File: config.mk
export PLATFORM = sky130hd
export DESIGN_NAME = muldiv_sched
export DESIGN_NICKNAME = d
export VERILOG_FILES = /design/src/rtl/muldiv_sched.sv
export SDC_FILE = /design/constraint.sdc
export NUM_CORES = 1
export LEC_CHECK = 0
export ABC_CLOCK_PERIOD_IN_PS = 5590
export BUFFER_PORTS_ARGS = -buffer_cell sky130_fd_sc_hd__buf_4
export CAP_MARGIN = 20
export CORE_ASPECT_RATIO = 1.25
export CORE_MARGIN = 5
export CORE_UTILIZATION = 45
export DETAILED_ROUTE_END_ITERATION = 8
export HOLD_SLACK_MARGIN = 0.12
export PLACE_DENSITY = 0.67
export SLEW_MARGIN = 20
export SYNTH_ARGS = -nofsm -noshare
export SYNTH_HDL_FRONTEND = slang
export SYNTH_SLANG_ARGS = --single-unit
File: constraint.sdc
create_clock -name clk -period 5.59 [get_ports clk]
set_clock_uncertainty 0.2 [all_clocks]
set_input_delay 0.559 -clock clk [delete_from_list [all_inputs] [get_ports clk]]
set_output_delay 0.559 -clock clk [all_outputs]
set_load 0.05 [all_outputs]
File: src/rtl/muldiv_sched.sv
// Iterative HI/LO multiply/divide sequencer: radix-2 shift-add multiply and restoring divide.
// Define MULDIV_SIGNED_EN to add signed operation through a FIX state (sgn input honoured).
module muldiv_sched #(
  parameter int WIDTH = 32
) (
  input  logic             clk,
  input  logic             reset,
  input  logic             start,
  input  logic             op,
  input  logic             sgn,
  input  logic [WIDTH-1:0] a,
  input  logic [WIDTH-1:0] b,
  input  logic             hilo_use,
  output logic [WIDTH-1:0] hi,
  output logic [WIDTH-1:0] lo,
  output logic             busy,
  output logic             done,
  output logic             dz,
  output logic             stall
);

  // state | meaning
  // IDLE  | waiting for start, HI/LO hold last result
  // CALC  | one multiply/divide iteration per cycle, WIDTH cycles
  // FIX   | sign correction of magnitude result (signed build only)
  // DONE  | HI/LO just committed, done pulse

  localparam int CW = (WIDTH > 2) ? $clog2(WIDTH) : 1;

`ifdef MULDIV_SIGNED_EN
  typedef enum logic [1:0] {IDLE, CALC, FIX, DONE} state_t;
`else
  typedef enum logic [1:0] {IDLE, CALC, DONE} state_t;
`endif

  state_t state, state_n;

  logic [CW-1:0]    count;
  logic             op_r;
  logic             bz_r;
  logic [WIDTH-1:0] opnd;
  logic [WIDTH-1:0] work_hi;
  logic [WIDTH-1:0] work_lo;
  logic [WIDTH-1:0] a_mag;
  logic [WIDTH-1:0] b_mag;
  logic             accept;
  logic             commit;
  logic [WIDTH-1:0] commit_hi;
  logic [WIDTH-1:0] commit_lo;

  logic [WIDTH:0]   mul_sum;
  logic [WIDTH:0]   rem_sh;
  logic [WIDTH-1:0] rem_diff;
  logic [WIDTH-1:0] step_hi;
  logic [WIDTH-1:0] step_lo;

  always_ff @(posedge clk or posedge reset) begin
    if (reset) state <= IDLE;
    else       state <= state_n;
  end

  always_comb begin
    state_n = state;
    case (state)
      IDLE: if (start) state_n = CALC;
`ifdef MULDIV_SIGNED_EN
      CALC: if (count == '0) state_n = FIX;
      FIX:  state_n = DONE;
`else
      CALC: if (count == '0) state_n = DONE;
`endif
      DONE: state_n = IDLE;
      default: state_n = IDLE;
    endcase
  end

  assign busy   = (state != IDLE);
  assign done   = (state == DONE);
  assign stall  = ~(busy & hilo_use);
  assign accept = (state == IDLE) & start;

`ifdef MULDIV_SIGNED_EN
  logic             neg_q;
  logic             neg_r;
  logic [WIDTH-1:0] fin_hi;
  logic [WIDTH-1:0] fin_lo;
  logic [2*WIDTH-1:0] prod_neg;

  assign a_mag = (sgn && a[WIDTH-1]) ? (-a) : a;
  assign b_mag = (sgn && b[WIDTH-1]) ? (-b) : b;

  assign prod_neg = -{work_hi, work_lo};

  // With b==0 the quotient is left as all ones; re-signing the remainder restores hi=a.
  always_comb begin
    fin_hi = work_hi;
    fin_lo = work_lo;
    if (!op_r) begin
      if (neg_q) {fin_hi, fin_lo} = prod_neg;
    end else begin
      if (neg_q && !bz_r) fin_lo = -work_lo;
      if (neg_r)          fin_hi = -work_hi;
    end
  end

  assign commit    = (state == FIX);
  assign commit_hi = fin_hi;
  assign commit_lo = fin_lo;

  always_ff @(posedge clk or posedge reset) begin
    if (reset) begin
      neg_q <= 1'b0;
      neg_r <= 1'b0;
    end else if (accept) begin
      neg_q <= sgn & (a[WIDTH-1] ^ b[WIDTH-1]);
      neg_r <= sgn & a[WIDTH-1];
    end
  end
`else
  logic unused_sgn;
  assign unused_sgn = sgn;

  assign a_mag = a;
  assign b_mag = b;

  // Without the fix-up stage the final iteration's result is committed directly.
  assign commit    = (state == CALC) && (count == '0);
  assign commit_hi = step_hi;
  assign commit_lo = step_lo;
`endif

  always_comb begin
    mul_sum  = {1'b0, work_hi} + (work_lo[0] ? {1'b0, opnd} : {(WIDTH+1){1'b0}});
    rem_sh   = {work_hi, work_lo[WIDTH-1]};
    rem_diff = rem_sh[WIDTH-1:0] - opnd;
    step_hi  = mul_sum[WIDTH:1];
    step_lo  = {mul_sum[0], work_lo[WIDTH-1:1]};
    if (op_r) begin
      if (rem_sh >= {1'b0, opnd}) begin
        step_hi = rem_diff;
        step_lo = {work_lo[WIDTH-2:0], 1'b1};
      end else begin
        step_hi = rem_sh[WIDTH-1:0];
        step_lo = {work_lo[WIDTH-2:0], 1'b0};
      end
    end
  end

  // Multiply: opnd=multiplicand, work_lo=multiplier. Divide: opnd=divisor, work_lo=dividend.
  always_ff @(posedge clk or posedge reset) begin
    if (reset) begin
      count   <= '0;
      op_r    <= 1'b0;
      bz_r    <= 1'b0;
      opnd    <= '0;
      work_hi <= '0;
      work_lo <= '0;
      hi      <= '0;
      lo      <= '0;
      dz      <= 1'b0;
    end else begin
      if (accept) begin
        count   <= CW'(WIDTH - 1);
        op_r    <= op;
        bz_r    <= (b == '0);
        opnd    <= op ? b_mag : a_mag;
        work_hi <= '0;
        work_lo <= op ? a_mag : b_mag;
        dz      <= 1'b0;
      end else if (state == CALC) begin
        count   <= count - 1'b1;
        work_hi <= step_hi;
        work_lo <= step_lo;
      end
      if (commit) begin
        hi <= commit_hi;
        lo <= commit_lo;
        dz <= op_r & bz_r;
      end
    end
  end

endmodule

* Word-level counts from Yosys, hierarchy flattened
Index checks and enable logic that the tools add are counted.
** Word-level totals
- Register bits after elaboration :: 170
- Logic and storage cells :: 48
** Operators by class
- Add/sub/neg operators :: 3
- $lt $le $gt $ge :: 1
- Eq/ne operators :: 4
- Mux-type cells :: 18
- Bitwise logic cells :: 4
- Reduce and logical (&&, ||, !) cells :: 8
** Operator list (number)
- $mux 32 :: 10
- $add 32x32->33 :: 1
- $ge 33x32->1 :: 1
- $logic_not 32->1 :: 1
- $sub 32x32->32 :: 1
- $mux 5 :: 2
- $reduce_bool 2->1 :: 3
- $logic_not 5->1 :: 1
- $sub 5x1->5 const B :: 1
- $mux 2 :: 2
- $pmux 2 s2 :: 1
- $and 1x1->1 :: 3
- $mux 1 :: 3
- $eq 2x1->1 const B :: 1
- $eq 2x2->1 const B :: 1
- $logic_not 2->1 :: 1
- $ne 2x1->1 const B :: 1
- $ne 2x2->1 const B :: 1
- $reduce_and 2->1 :: 1
- $logic_and 1x1->1 :: 1
- $not 1->1 :: 1

* Logic depth before layout (Yosys ltp)
- Depth after elaboration :: 5
- Mapped depth :: 15
- Mapped depth without buffers :: 14

* Worst setup path before layout
OpenSTA, ideal clock, no wires.
- Path kind :: reg2reg
- From :: register work_lo[0]
- To :: register work_hi[31]
- Arrival :: 3.366 ns
- Required time :: 5.255 ns
- Path slack :: 1.889 ns
- Stages on the path, launching flop included :: 15
- Path buffers :: 1
- Cell sequence :: dfrtp_1 > clkbuf_1 > and2_1 > ha_1 > fa_1 > a21o_1 > a221o_1 > or3_4 > a31oi_4 > o21a_4 > o211ai_4 > o21ai_4 > nor3_2 > a2111oi_4 > o31ai_1
** On the way
- Cells in the longest elaborated chain, start to end :: 5
** Ends and longest elaborated chain
- start, declared :: line 43 : logic [WIDTH-1:0] work_lo;
- start signal, assigned :: line 168 : work_lo <= op ? a_mag : b_mag;
- start signal, assigned :: line 173 : work_lo <= step_lo;
- $mux 32 :: line 133 : mul_sum = {1'b0, work_hi} + (work_lo[0] ? {1'b0, opnd} : {(WIDTH+1){1'b0}});
- $add 32x32->33 :: line 133
- $mux 32 :: line 138 : if (op_r) begin
- $mux 32 :: line 170 : end else if (state == CALC) begin
- $mux 32 :: line 162 : if (accept) begin
- end signal, assigned :: line 172 : work_hi <= step_hi;
- end, declared :: line 42 : logic [WIDTH-1:0] work_hi;
No other way between the ends. The select of a mux whose other input is x is not followed.
A chain may end at the register's enable or synchronous reset.

* Worst setup path in the final report
- From :: register work_lo[0]
- To :: register hi[31]
** On the way
- Cells in the longest elaborated chain, start to end :: 3
** Ends and longest elaborated chain
- $mux 32 :: line 133
- $add 32x32->33 :: line 133
- $mux 32 :: line 138
- end signal, assigned :: line 176 : hi <= commit_hi;
- end, declared :: line 14 : output logic [WIDTH-1:0] hi,
No other way between the ends.

==> key figures <==
Worst setup path
  – Crit path DAT: 4490 ps
  – CP Class: flop to flop
  – Crit path capture type: flop
  – Startpoint class of the critical path: flop
  – Sum of buffers and inverters on the critical path: 0
  – Setup slack, reg-to-reg: approximately 1200 ps
  – Max incr delay on CP: roughly 730 ps
  – CP delay by family, top: compound AO/OA/AOI/OAI gates
  – CP startpoint: work_lo[0]$_DFFE_PP0P_
  – Reg2Reg Launch Point: work_lo[0]$_DFFE_PP0P_
  – CP cell instances: and2_1, ha_1, fa_1, a21o_1, a221o_1, or3_4, a31oi_4, o21a_4, o211ai_4, o21ai_4, nor3_2, a2111oi_4, o31ai_1
  – Required time worst endpoint: ~5700 ps
  – Worst-path fanout max: 34
  – Crit path max-delay cell type: dfrtp_1

Synthesis
  – Largest area contributor in the netlist: dfrtp_1
  – Number of synthesized register bits: 170
  – Netlist cell types: 69
  – Mapped Cells: ~1300
  – Net Count, Synth: between 1000 and 1500
  – Post-synth top flop: dfrtp_1
  – Synthesized area: between 10000 and 15000 µm²
  – Syn Area/Cell: a little under 9 µm²
  – Post-synthesis async set-or-reset flop share: 100%
  – Synth top area share: between 30% and 40%
  – Sequential fraction of the synthesis area: 36.4%
  – Post-synth EDFFs: 0
  – Top area cells in the synthesized netlist: dfrtp_1, mux2i_1, ha_1
  – Post-synth top cells: dfrtp_1, nand2_1, mux2i_1
  – Warnings from Yosys: 0

Route
  – Avg WL per Cell: between 15 and 20 µm
  – Routed wire length: around 32 mm
  – Antenna-violating nets left: 0
  – Via density: about 5.7
  – First-pass iteration count of the detailed router: 5
  – Routed vias: between 10000 and 15000
  – Detailed router's first-iteration violation count: between 600 and 700
  – # DRC: 0

STA
  – Final hold viol count: 0
  – Crit share post-route: between 70 and 80%
  – Total negative slack: 0 ps
  – Worst-margin pin slew: 1060 ps
  – Fin crit period: roughly 4400 ps
  – Finish-stage setup viols: 0
  – Slew Limit Headroom: between 20% and 30%
  – FMAX: 228 MHz
  – Pins over their slew limit: 0
  – RSZ-0062 raised after global routing: no

Layout
  – Layout cell share with drive strength beyond 1: between 10% and 20%
  – Area grow syn2layout: 15.9%
  – Final Core Density: 52.4%
  – Fill count: between 2000 and 2500
  – Multi-input gate area: 6930 µm²
  – Nets: 1563
  – Ant. Diodes: 0
  – FF+latch area: 4260 µm²

Clock network
  – Clock Pin Slew Worst Setup and Hold Paths: 70 ps
  – CTS tree: yes
  – Max clock buf depth: 2
  – Clock latency on the worst-skew pair: around 440 ps
  – CTS H-tree depth: 4
  – Root Driver: clkbuf_16
  – TritonCTS buffer count: 17
  – Post-CTS sizing: 0
  – Clk sinks: 170

Min path
  – Worst min path class: primary input to flop
  – Hold Startpoint: b[8]

Run
  – Max_cap viols: 0

Placement
  – PortBufs: between 100 and 150
  – Dpl hpwl: 23.8 mm
  – GP Congestion: 0.899

Floorplan
  – # IOs: ~140
  – Chip width: 154 µm
  – Core area: about 26000 µm²
  – Die Ht: 190 µm
  – Initial cell density of the core: between 40% and 50%
  – Die area: roughly 29000 µm²
  – FP Rows: 66

Global routing
  – Total gr overflow: 0
  – Total GRT Usage: a little over a fifth
  – Largest net degree at the start of global routing: a little under 80
  – Initial antenna violation count: 0
  – First-pass GRT wire length: approximately 52 mm
  – Vias in the first global route: roughly 10000

Status
  – Status: complete, no violations
## registers in the layout (all words and copies together) (netlist names), 2 cells and up
register	count
count	5
hi	32
lo	32
opnd	32
state	2
work_hi	32
work_lo	32
## layer usage
metal  up-vias  wire (µm)  global-route usage (%)
met1      4863      14400                    29.5
met5         -          0                       0
li1       4985          -                       -
met3        38       1630                    4.48
met2       231      15400                    36.1
met4         0        576                    6.08
## tightest hold or removal path: cells and delay by family
family	cells	cell delay (ps)
buffers and inverters	1	90
AND/OR/NAND/NOR	2	110
AO/OA/AOI/OAI	1	60
## final timing paths
check | endpoint | depth (start not counted)
max reg2reg | hi[31]$_DFFE_PP0P_ | 13
min in group asynchronous | lo[6]$_DFFE_PP0P_ | 3
min | bz_r$_DFFE_PP0P_ | 4
max in group asynchronous | hi[21]$_DFFE_PP0P_ | 4
max | hi[31]$_DFFE_PP0P_ | 13
min reg2reg | hi[14]$_DFFE_PP0P_ | 2
## layout by cell type, fill, tap and decap left out, types with 43 or more instances in the layout
cell type,Yosys,layout
mux2i_1,107,107
nand3_1,43,43
nor2_1,70,69
dfrtp_1,170,169
inv_1,54,53
a21oi_1,104,104
nand2_1,170,168
o21ai_1,76,76
ha_1,66,66
o21ai_0,54,54
buf_4,0,148
## logic make-up (layout without fill, tap and decap cells)
kind of cell,count (synthesis),in the layout,synth area share [%]
mux,119,119,10.3
simple gates,399,399,15.9
buf+inv,137,236,4.51
flops,170,170,36.4
xor+xnor,53,53,3.98
fa+ha+maj,68,68,7.41
compound gates,393,393,21.5
## final cells by class
| type | count | area share, % |
|---|---|---|
| inverters | 55 | 1.56 |
| clock inverters | 14 | 1.19 |
| multi-input cells | 1032 | 51.2 |
| well taps | 340 | 3.14 |
| flip-flops and latches | 170 | 31.5 |
| clock buffers | 18 | 3.17 |
| repair buffers | 149 | 8.28 |
## repair_timing
item,CTS,global route
endpoints found under the hold margin,76,0
hold buffers,1,0
buffers inserted,0,0
## metrics by stage
stage	hold WS, ps	area, µm²	std cells	worst slack [ps]
after global routing	232	13500	1778	916
after CTS	211	13500	1778	1160
after detailed placement	272	12900	1745	1160
final	233	13500	1778	1200
after global placement	267	12900	1745	1210
after floorplan	249	11700	1339	228
Power is left out: the tool's default activity adds up to more than one toggle a clock period on the data nets, which glitch-free logic cannot reach.
